## config.mk

```make
export PLATFORM = sky130hd
export DESIGN_NAME = contador_ctrl
export DESIGN_NICKNAME = d
export VERILOG_FILES = /design/src/rtl/contador_pkg.sv /design/src/rtl/debounce_pulse.sv /design/src/rtl/contador_ctrl.sv
export SDC_FILE = /design/constraint.sdc
export NUM_CORES = 1
export LEC_CHECK = 0
export BUFFER_PORTS_ARGS = -buffer_cell sky130_fd_sc_hd__buf_2
export CORE_ASPECT_RATIO = 1.2
export CORE_MARGIN = 4
export CORE_UTILIZATION = 54
export DETAILED_ROUTE_END_ITERATION = 7
export GPL_TIMING_DRIVEN = 0
export PLACE_DENSITY = 0.82
export SLEW_MARGIN = 20
export SYNTH_ARGS = -nofsm -noshare
export SYNTH_HDL_FRONTEND = slang
export SYNTH_SLANG_ARGS = --single-unit
```

## constraint.sdc

```tcl
create_clock -name clk -period 2.5 [get_ports clk]
set_clock_uncertainty 0.05 [all_clocks]
set_input_delay 0.375 -clock clk [delete_from_list [all_inputs] [get_ports clk]]
set_output_delay 0.375 -clock clk [all_outputs]
set_load 0.01 [all_outputs]
```

## src/rtl/contador_pkg.sv

```systemverilog
// Shared constants for the counter control front-end: default timing,
// direction levels and mode encodings.
package contador_pkg;

  localparam int unsigned DB_CYCLES_DEF = 500000;
  localparam int unsigned TICK_DIV_DEF  = 50000000;

  localparam logic UP   = 1'b1;
  localparam logic DOWN = 1'b0;

  typedef enum logic {
    MODE_MANUAL = 1'b0,
    MODE_AUTO   = 1'b1
  } mode_e;

endpackage

```

## src/rtl/debounce_pulse.sv

```systemverilog
// Synchronizes and debounces one raw pushbutton, producing its clean level
// and a registered single-cycle pulse on each accepted press.
module debounce_pulse
  import contador_pkg::*;
#(
  parameter int unsigned DB_CYCLES = DB_CYCLES_DEF
) (
  input  logic clk,
  input  logic reset_n,
  input  logic raw,
  output logic level,
  output logic pulse
);

  localparam int unsigned CW = (DB_CYCLES > 1) ? $clog2(DB_CYCLES) : 1;
  localparam logic [CW-1:0] TERM = CW'(DB_CYCLES - 1);

  logic          r_sync1;
  logic          r_sync2;
  logic [1:0]    r_vld;
  logic          r_armed;
  logic [CW-1:0] r_cnt;
  logic          r_level;
  logic          r_pulse;
  logic          w_diff;
  logic          w_flip;

  assign w_diff = (r_sync2 != r_level);
  assign w_flip = w_diff && (r_cnt == TERM);

  // A button still held across reset must be seen released before it may pulse.
  always_ff @(posedge clk or negedge reset_n) begin
    if (!reset_n) begin
      r_sync1 <= 1'b0;
      r_sync2 <= 1'b0;
      r_vld   <= 2'b00;
      r_armed <= 1'b0;
      r_cnt   <= '0;
      r_level <= 1'b0;
      r_pulse <= 1'b0;
    end else begin
      r_sync1 <= raw;
      r_sync2 <= r_sync1;
      r_vld   <= {r_vld[0], 1'b1};
      if (r_vld[1] && !r_sync2) begin
        r_armed <= 1'b1;
      end
      if (!w_diff || w_flip) begin
        r_cnt <= '0;
      end else begin
        r_cnt <= r_cnt + CW'(1);
      end
      if (w_flip) begin
        r_level <= r_sync2;
      end
      r_pulse <= w_flip && r_sync2 && r_armed;
    end
  end

  assign level = r_level;
  assign pulse = r_pulse;

endmodule

```

## src/rtl/contador_ctrl.sv

```systemverilog
// Control front-end for the 4-bit up/down counter: turns raw buttons and
// switches into clean enable/load strobes and a held updown level.
module contador_ctrl
  import contador_pkg::*;
#(
  parameter int unsigned DB_CYCLES = DB_CYCLES_DEF,
  parameter int unsigned TICK_DIV  = TICK_DIV_DEF
) (
  input  logic clk,
  input  logic reset_n,
  input  logic btn_up,
  input  logic btn_down,
  input  logic btn_load,
  input  logic sw_auto,
  input  logic sw_dir,
  output logic enable,
  output logic updown,
  output logic load
);

  localparam int unsigned PW = (TICK_DIV > 1) ? $clog2(TICK_DIV) : 1;
  localparam logic [PW-1:0] P_TERM = PW'(TICK_DIV - 1);

  logic          w_up_pulse;
  logic          w_dn_pulse;
  logic          w_ld_pulse;
  logic          w_up_level;
  logic          w_dn_level;
  logic          w_ld_level;
  logic          w_unused_levels;

  logic          r_auto_s1;
  logic          r_auto_s2;
  logic          r_auto_q;
  logic          r_dir_s1;
  logic          r_dir_s2;
  logic [PW-1:0] r_presc;
  logic          r_enable;
  logic          r_updown;
  logic          r_load;

  logic [PW-1:0] w_presc_nxt;
  logic          w_enable_nxt;
  logic          w_updown_nxt;
  logic          w_mode_chg;
  mode_e         w_mode;

  debounce_pulse #(.DB_CYCLES(DB_CYCLES)) u_db_up (
    .clk(clk), .reset_n(reset_n), .raw(btn_up), .level(w_up_level), .pulse(w_up_pulse)
  );

  debounce_pulse #(.DB_CYCLES(DB_CYCLES)) u_db_down (
    .clk(clk), .reset_n(reset_n), .raw(btn_down), .level(w_dn_level), .pulse(w_dn_pulse)
  );

  debounce_pulse #(.DB_CYCLES(DB_CYCLES)) u_db_load (
    .clk(clk), .reset_n(reset_n), .raw(btn_load), .level(w_ld_level), .pulse(w_ld_pulse)
  );

  assign w_unused_levels = w_up_level ^ w_dn_level ^ w_ld_level;

  assign w_mode     = mode_e'(r_auto_s2);
  assign w_mode_chg = (r_auto_s2 != r_auto_q);

  // Load and mode changes win over stepping and restart the prescaler.
  always_comb begin
    w_presc_nxt  = '0;
    w_enable_nxt = 1'b0;
    w_updown_nxt = r_updown;
    if (w_ld_pulse || w_mode_chg) begin
      w_presc_nxt = '0;
    end else if (w_mode == MODE_AUTO) begin
      if (r_presc == P_TERM) begin
        w_enable_nxt = 1'b1;
        w_updown_nxt = r_dir_s2 ? UP : DOWN;
      end else begin
        w_presc_nxt = r_presc + PW'(1);
      end
    end else if (w_up_pulse != w_dn_pulse) begin
      w_enable_nxt = 1'b1;
      w_updown_nxt = w_up_pulse ? UP : DOWN;
    end
  end

  always_ff @(posedge clk or negedge reset_n) begin
    if (!reset_n) begin
      r_auto_s1 <= 1'b0;
      r_auto_s2 <= 1'b0;
      r_auto_q  <= 1'b0;
      r_dir_s1  <= 1'b0;
      r_dir_s2  <= 1'b0;
      r_presc   <= '0;
      r_enable  <= 1'b0;
      r_updown  <= UP;
      r_load    <= 1'b0;
    end else begin
      r_auto_s1 <= sw_auto;
      r_auto_s2 <= r_auto_s1;
      r_auto_q  <= r_auto_s2;
      r_dir_s1  <= sw_dir;
      r_dir_s2  <= r_dir_s1;
      r_presc   <= w_presc_nxt;
      r_enable  <= w_enable_nxt;
      r_updown  <= w_updown_nxt;
      r_load    <= w_ld_pulse;
    end
  end

  assign enable = r_enable;
  assign updown = r_updown;
  assign load   = r_load;

endmodule

```

==> run metrics, run 1 <==
Avg WL per Cell 14.7 µm; hold crit path type in -> reg; H-Tree Depth 3; Reg-to-Reg Start r_presc[8]; Mean Syn Cell Area 10.2 µm²; crit-path cells nor4_1 -> nand4_1 -> o311ai_2 -> buf_2 -> a21oi_1; top-area cell type share of the netlist area 0.527; Detail Route Antenna Nets 0; ys async rst share 1.00; Crit Path Max Fanout 10; Synth Instances 496; DP HPWL 6630 µm; fin area 0.00555 mm²; R2R depth 5; Syn. warnings 0; post-CTS setup repair buffer count 0; max_slew headroom 0.557; Placed Instances 626; clock sinks 108; hold_sp sw_dir; Worst VDD drop 0.251 mV; non-filler cells, final 643; TritonRoute pass-1 iters 5; core area 0.00913 mm²; total wire length 9470 µm; I/O Pins 10; Layout area overhead 9.16%; routed via count 3808; final core occ 0.608; Peak Freq 423 MHz; Synth area leader dfrtp_1; Tmin final 2.37 ns; status completed; worst endpoint required time 2.70 ns; synth cell count leaders dfrtp_1 (107), nor2_1 (70), xnor2_1 (42), nand3_1 (30), nand2_1 (26); EDFF count, synth 0; Worst Max-Slew Pin Slew 0.664 ns; CP Launch Type flip-flop; clk buf depth 2; Root Driver clkbuf_8; top-count cell post-synth dfrtp_1; DIE AREA 0.0110 mm²; crit path launch r_presc[8]; initial antenna violation count 0; final period utilization 0.946; number of DRC violations after detailed-routing iteration 0 245; largest cells by area after synthesis dfrtp_1 (53%), xnor2_1 (7.2%), nor2_1 (5.2%), nand3_1 (3.0%), nor4_1 (2.6%); Placed Area 0.00531 mm²; Tot GR Track Use 0.194; Final Power 3020 µW; Fin. Hold Viols 0; Synth Register Bits 108; maxcap violations 0; Die H 114 µm; Total Nets Final 529; Final setup viols 0; CP peak stage delay 0.60 ns; Mapped Area 0.00508 mm²; Vias/cell 5.92; row cnt 38; sequential fraction of the synthesis area 0.532; Worst path depth 5; leak pwr 0.00218 µW; GRT overflow 0; max-slew violations 0; PortBufs 9; Crit path arrival time 2.57 ns; Post-Syn Nets 507; crit end category flip-flop; power per cell area 544 mW/mm²; first-pass GRT wire length 17200 µm; post-synthesis cell type count 47; Num CTS Buffers 9; RSZ-0062 raised after global routing no; CTS tree built; Initial Util 0.557; Die W 96.6 µm; Worst-path clk slew 0.11 ns; share of cells above drive strength 1 0.0975; vias in the first global route 3830; ANT cells 0; Setup Crit Path Kind reg -> reg; Hold Path Stages 1; gpl congestion 0.814; CP top delay family compound AO/OA/AOI/OAI gates; Crit-path slowest cell o311ai_2; Most used DFF post-synth dfrtp_1; clk_lat worst skew 0.37 ns; largest net degree at the start of global routing 70; DRC 0; Crit path buffers/inverters 1
==> path summary, 6_finish.rpt <==
check / slack [ns] / end
max in group asynchronous: 1.30 / updown
hold / removal: 0.05 / r_dir_s1
min in group asynchronous: 0.44 / u_db_down.r_cnt[8]
setup reg to reg: 0.13 / r_presc[23]
setup / recovery: 0.13 / r_presc[23]
hold reg to reg: 0.31 / u_db_up.r_sync2
==> flip-flops by register name, summed over array words and instances (netlist names), 19 cells and up <==
signal,flops
r_presc,26
u_db_down.r_cnt,19
u_db_load.r_cnt,19
u_db_up.r_cnt,19
==> metrics by stage <==
stage	setup TNS, ns	worst slack [ns]	hold WS [ns]
2_1_floorplan	0	0.543	0.0294
3_3_place_gp	-13.46	-0.132	0.283
3_5_place_dp	0	0.133	0.256
4_1_cts	0	0.107	0.0325
5_1_grt	0	0.0243	0.0335
6_report	0	0.134	0.0525
==> kinds of logic (layout without fill, tap and decap cells) <==
family,Yosys count,in the layout,share of synthesized area
DFF,108,108,0.532
adders and majority gates,4,4,0.00985
AOI/OAI and AO/OA,54,54,0.0707
muxes,4,4,0.00862
xor gates and xnor gates,57,57,0.0982
and+or+nand+nor,239,239,0.257
other,1,1,0.000738
buffers and inverters,29,56,0.0231
==> final cells by class <==
type,instances,area [µm²]
clock inverters,6,80.1
well taps,120,150
clock buffers,10,138
inverters,19,71.3
multi-input cells,359,2270
fillers,743,3580
plain buffers,10,46.3
repair buffers,11,88.8
flip-flops and latches,108,2700
==> placed cells by master, fill, tap and decap left out, types with 3 or more instances in the layout <==
cell | netlist | final
nor2b_1 | 3 | 3
or4b_1 | 4 | 4
nor3_1 | 12 | 12
buf_2 | 7 | 15
clkbuf_1 | 3 | 3
xnor2_1 | 42 | 42
ha_1 | 4 | 4
a21oi_1 | 23 | 23
inv_1 | 19 | 19
and4b_1 | 3 | 3
nand3_1 | 30 | 30
mux2_2 | 3 | 3
dfrtp_1 | 107 | 107
nand4_1 | 15 | 15
or4_1 | 8 | 8
o31ai_4 | 2 | 3
o31ai_1 | 5 | 5
a21o_1 | 3 | 3
or3_1 | 17 | 17
nor2_1 | 70 | 70
and2_1 | 3 | 3
or2_1 | 3 | 3
and3_1 | 5 | 5
nor4_1 | 21 | 21
o21ai_0 | 14 | 14
nand4_2 | 5 | 5
nand2_1 | 26 | 26
clkbuf_8 | 0 | 10
xor2_1 | 15 | 15
==> repair_timing <==
action                     in CTS  in global routing
hold buffers                    1                  0
resized for setup               0                  1
hold endpoints to repair       39                  0
setup endpoints to repair       0                 10
==> where the power goes <==
part / leakage, µW / internal, µW / switching (µW)
Combinational: 0.000623 / 32.8 / 74.7
Sequential: 0.00145 / 1770 / 22.7
Clock: 0.000106 / 508 / 612
Total: 0.00218 / 2310 / 709
==> layer usage <==
metal | track usage | part of all wire | vias up
met5 | 0 | 0 | -
met4 | 0.0720 | 0.021 | 0
met3 | 0.0355 | 0.033 | 23
met2 | 0.321 | 0.51 | 87
met1 | 0.255 | 0.43 | 1893
li1 | - | - | 1805
==> worst register-to-register path, delay by kind of cell, from the launching register on <==
| kind | cells | cell delay [ns] |
|---|---|---|
| and+or+nand+nor | 2 | 0.68 |
| DFF | 1 | 0.46 |
| AOI/OAI and AO/OA | 2 | 0.69 |
| buffers and inverters | 1 | 0.36 |
(Power assumes the default switching activity.)
==> run 2: changes to the inputs <==
--- a/config.mk
+++ b/config.mk
@@ -6,13 +6,12 @@
 export NUM_CORES = 1
 export LEC_CHECK = 0
 export BUFFER_PORTS_ARGS = -buffer_cell sky130_fd_sc_hd__buf_2
-export CORE_ASPECT_RATIO = 1.2
 export CORE_MARGIN = 4
 export CORE_UTILIZATION = 54
+export CTS_CLUSTER_DIAMETER = 40
 export DETAILED_ROUTE_END_ITERATION = 7
 export GPL_TIMING_DRIVEN = 0
 export PLACE_DENSITY = 0.82
-export SLEW_MARGIN = 20
 export SYNTH_ARGS = -nofsm -noshare
 export SYNTH_HDL_FRONTEND = slang
 export SYNTH_SLANG_ARGS = --single-unit
==> run metrics, run 2 (synthesized netlist as in run 1, its figures left out) <==
Detail Route Antenna Nets 0; leak pwr 0.00218 µW; Setup Crit Path Kind reg -> reg; Biggest register r_presc; most frequent cells in the layout dfrtp_1 (107), nor2_1 (70), xnor2_1 (42); max_slew headroom 0.553; routed via count 3705; commonest non-fill, non-tap cell in the layout dfrtp_1; Initial Util 0.553; Logic pwr share 0.036; Worst-path clk slew 0.11 ns; TritonRoute pass-1 iters 4; final core occ 0.600; crit end category flip-flop; worst slack, placed 0.133 ns; Peak Freq 432 MHz; first-pass GRT wire length 16500 µm; setup TNS 0 ns; Worst VDD drop 0.354 mV; final period utilization 0.927; GRT overflow 0; largest net degree at the start of global routing 64; Worst Max-Slew Pin Slew 0.670 ns; DRC 0; total wire length 9320 µm; clk_lat worst skew 0.37 ns; clk buf depth 2; Tot GR Track Use 0.178; vias in the first global route 3653; initial antenna violation count 0; gpl congestion 0.880; Layout area overhead 8.57%; register share of total power 0.604; I/O Pins 10; clock sinks 108; ANT cells 0; Tmin final 2.32 ns; row cnt 35; Sw Ratio 0.250; Fin. Hold Viols 0; power per cell area 538 mW/mm²; Crit path arrival time 2.52 ns; maxcap violations 0; Total Nets Final 529; Hold Slack 0.0480 ns; RSZ-0062 raised after global routing no; max-slew violations 0; Root Driver clkbuf_8; CP Launch Type flip-flop; PortBufs 9; DIE AREA 0.0110 mm²; fin area 0.00552 mm²; Die H 105 µm; DP HPWL 6510 µm; Cell Int Power 2230 µW; Vias/cell 5.84; share of cells above drive strength 1 0.0975; H-Tree Depth 3; Die W 105 µm; Final setup viols 0; Placed Area 0.00530 mm²; setup slack after layout 0.183 ns; Crit Path Max Fanout 10; hold crit path type in -> reg; CTS tree built; post-CTS setup repair buffer count 0; status completed; number of flip-flops in the largest register 26; Clock Power Share 0.360; Avg WL per Cell 14.7 µm; Filler cells 769; Num CTS Buffers 9; number of DRC violations after detailed-routing iteration 0 153; core area 0.00920 mm²; worst endpoint required time 2.71 ns; Psw 742 µW
==> run 2: changes by cell type in the layout (fill, tap and decap cells not counted) <==
| cell | before | now |
|---|---|---|
| inv_8 | 0 | 2 |
| buf_4 | 0 | 1 |
| buf_6 | 1 | 0 |
| bufinv_16 | 1 | 0 |
| clkinv_4 | 1 | 0 |
| clkinvlp_4 | 1 | 0 |
| inv_6 | 2 | 3 |
==> run 2: critical path, cell delays in order, from the launching register on <==
cell and delay (ns):
dfrtp_1 0.46, nor4b_1 0.44, nand4_1 0.21, o311ai_2 0.61, buf_2 0.36, nor2_1 0.08
==> run 2: path summary, 6_finish.rpt <==
check,startpoint,endpoint,slack (ns),depth (start not counted)
max in group asynchronous,reset_n,r_presc[0],1.20,3
worst max register to register,r_presc[16],r_presc[5],0.18,5
worst min register to register,r_dir_s1,r_dir_s2,0.30,0
worst min-delay path,btn_down,u_db_down.r_sync1,0.05,1
worst max-delay path,r_presc[16],r_presc[5],0.18,5
min in group asynchronous,reset_n,u_db_down.r_cnt[15],0.50,2
==> run 2: area by class of cell <==
class	count	area, µm²	share of cell area
Buffer	10	46.3	0.00839
Clock buffer	10	138	0.0249
Clock inverter	6	65.1	0.0118
Inverter	19	71.3	0.0129
Multi-Input combinational cell	359	2270	0.411
Sequential cell	108	2700	0.490
Tap cell	111	139	0.0252
Timing Repair Buffer	11	85.1	0.0154
==> run 2: layer usage <==
layer  GRT usage  routed length (µm)
met4      0.0431                 112
met3      0.0377                 271
met1       0.232                4170
met2       0.305                4770
met5           0                   0
==> run 2: timing repair <==
item,CTS,global route
gates resized for setup,0,1
hold endpoints to repair,44,0
hold buffers,1,0
setup endpoints to repair,0,10
==> run 2: metrics by stage <==
step / power (µW) / instances
floorplan: 1870 / 496
global route: 3090 / 634
detailed placement: 1940 / 617
global placement: 1920 / 616
CTS: 3000 / 634
finish: 2970 / 634
==> run 2: power by group through the flow <==
stage / Clock (µW) / Sequential [µW] / Combinational, µW
global placement: 0 / 1830 / 98.2
global route: 1170 / 1800 / 125
floorplan: 0 / 1820 / 49.2
detailed placement: 0 / 1830 / 108
CTS: 1100 / 1790 / 110
finish: 1070 / 1790 / 107
==> run 3: changes to the inputs <==
--- a/config.mk
+++ b/config.mk
@@ -6,7 +6,7 @@
 export NUM_CORES = 1
 export LEC_CHECK = 0
 export BUFFER_PORTS_ARGS = -buffer_cell sky130_fd_sc_hd__buf_2
-export CORE_MARGIN = 4
+export CORE_MARGIN = 1
 export CORE_UTILIZATION = 54
 export CTS_CLUSTER_DIAMETER = 40
 export DETAILED_ROUTE_END_ITERATION = 7
==> run metrics, run 3 (synthesized netlist as in run 1, its figures left out) <==
met3 Use GR 0.0475; Crit path arrival time 2.45 ns; crit end category flip-flop; Final setup viols 0; I/O Pins 10; Worst VDD drop 0.482 mV; Hold Path Stages 1; clk_lat worst skew 0.37 ns; crit path launch u_db_up.r_cnt[0]; power per cell area 525 mW/mm²; worst endpoint required time 2.72 ns; post-CTS setup repair buffer count 0; Worst-path clk slew 0.10 ns; leak pwr 0.00218 µW; ANT cells 0; largest net degree at the start of global routing 64; Die W 99.0 µm; maxcap violations 0; crit-path cells ha_1 -> nand4_1 -> o31ai_4 -> buf_2 -> nor2_1; hold_sp btn_load; Vias/cell 5.85; Num CTS Buffers 9; Tmin final 2.23 ns; Detail Route Antenna Nets 0; M2 GR Usage 0.338; CTS tree built; Worst path depth 5; CP top delay family compound AO/OA/AOI/OAI gates; commonest non-fill, non-tap cell in the layout dfrtp_1; Crit Path Max Fanout 10; max-slew violations 0; Initial Util 0.553; row cnt 35; gpl congestion 0.858; Worst Max-Slew Pin Slew 0.597 ns; Biggest register r_presc; routed via count 3701; CP peak stage delay 0.61 ns; Reg-to-Reg Start u_db_up.r_cnt[0]; Crit path buffers/inverters 1; GRT busiest layer met2; H-Tree Depth 3; Avg WL per Cell 14.5 µm; Filler cells 747; M1 GR Usage 0.262; status completed; core area 0.00920 mm²; R2R depth 5; vias in the first global route 3660; number of flip-flops in the largest register 26; RSZ-0062 raised after global routing no; setup TNS 0 ns; fin area 0.00551 mm²; Layout area overhead 8.35%; Crit-path slowest cell o31ai_4; Peak Freq 448 MHz; Tot GR Track Use 0.206; max_slew headroom 0.602; most frequent cells in the layout dfrtp_1 (107), nor2_1 (70), xnor2_1 (42); GRT overflow 0; number of DRC violations after detailed-routing iteration 0 116; clock sinks 108; TritonRoute pass-1 iters 4; hold crit path type in -> reg; final period utilization 0.893; initial antenna violation count 0; Placed Area 0.00530 mm²; first-pass GRT wire length 16100 µm; PortBufs 9; DIE AREA 0.00980 mm²; DRC 0; Fin. Hold Viols 0; Root Driver clkbuf_8; share of cells above drive strength 1 0.0958; total wire length 9170 µm; DP HPWL 6400 µm; CP Launch Type flip-flop; Total Nets Final 529; clk buf depth 2; Setup Crit Path Kind reg -> reg; Die H 99.0 µm
-- run 3: through the flow --
step / power (µW) / util / cells / setup WS (ns) / hold slack, ns
CTS: 2920 / 0.597 / 633 / 0.0663 / 0.0381
floorplan: 1870 / - / 496 / 0.543 / 0.0294
global route: 3010 / 0.599 / 633 / 0.0752 / 0.0327
detailed placement: 1930 / 0.576 / 617 / 0.0925 / 0.286
global placement: 1920 / 0.573 / 616 / -0.112 / 0.283
finish: 2890 / 0.599 / 633 / 0.268 / 0.0484
-- run 3: report_power, final --
part           switching [µW]  internal (µW)
sequential               22.9           1770
clock                     590            398
combinational            74.5           32.8
total                     687           2200
-- run 3: final timing paths --
kind	to	slack [ns]
setup reg to reg	u_db_up.r_cnt[14]	0.27
setup / recovery	u_db_up.r_cnt[14]	0.27
hold reg to reg	r_auto_s2	0.31
min in group asynchronous	u_db_down.r_cnt[17]	0.49
max in group asynchronous	u_db_up.r_cnt[14]	1.23
hold / removal	u_db_load.r_sync1	0.05
-- run 3: what timing repair did --
| item | in CTS | in global routing |
|---|---|---|
| hold buffers | 1 | 0 |
| setup endpoints to repair | 0 | 11 |
| endpoints found under the hold margin | 44 | 0 |
| gates resized for setup | 0 | 2 |
-- run 3: final cells by class --
cell class | instances | area (µm²) | share of cell area
Inverter | 19 | 71.3 | 0.0130
Timing Repair Buffer | 11 | 85.1 | 0.0155
Sequential cell | 108 | 2700 | 0.491
Multi-Input combinational cell | 359 | 2280 | 0.414
Clock inverter | 5 | 43.8 | 0.00795
Tap cell | 111 | 139 | 0.0252
Clock buffer | 10 | 138 | 0.0250
Buffer | 10 | 46.3 | 0.00841
-- run 3: worst reg2reg max path, stage by stage (launching register included) --
cell and delay (ns):
dfrtp_1 0.41, ha_1 0.22, nand4_1 0.45, o31ai_4 0.61
buf_2 0.31, nor2_1 0.07
-- run 3: metal layers --
metal,share of wire,up-vias
li1,-,1805
met1,0.46,1825
met2,0.49,49
met3,0.029,22
met4,0.022,0
met5,0,-
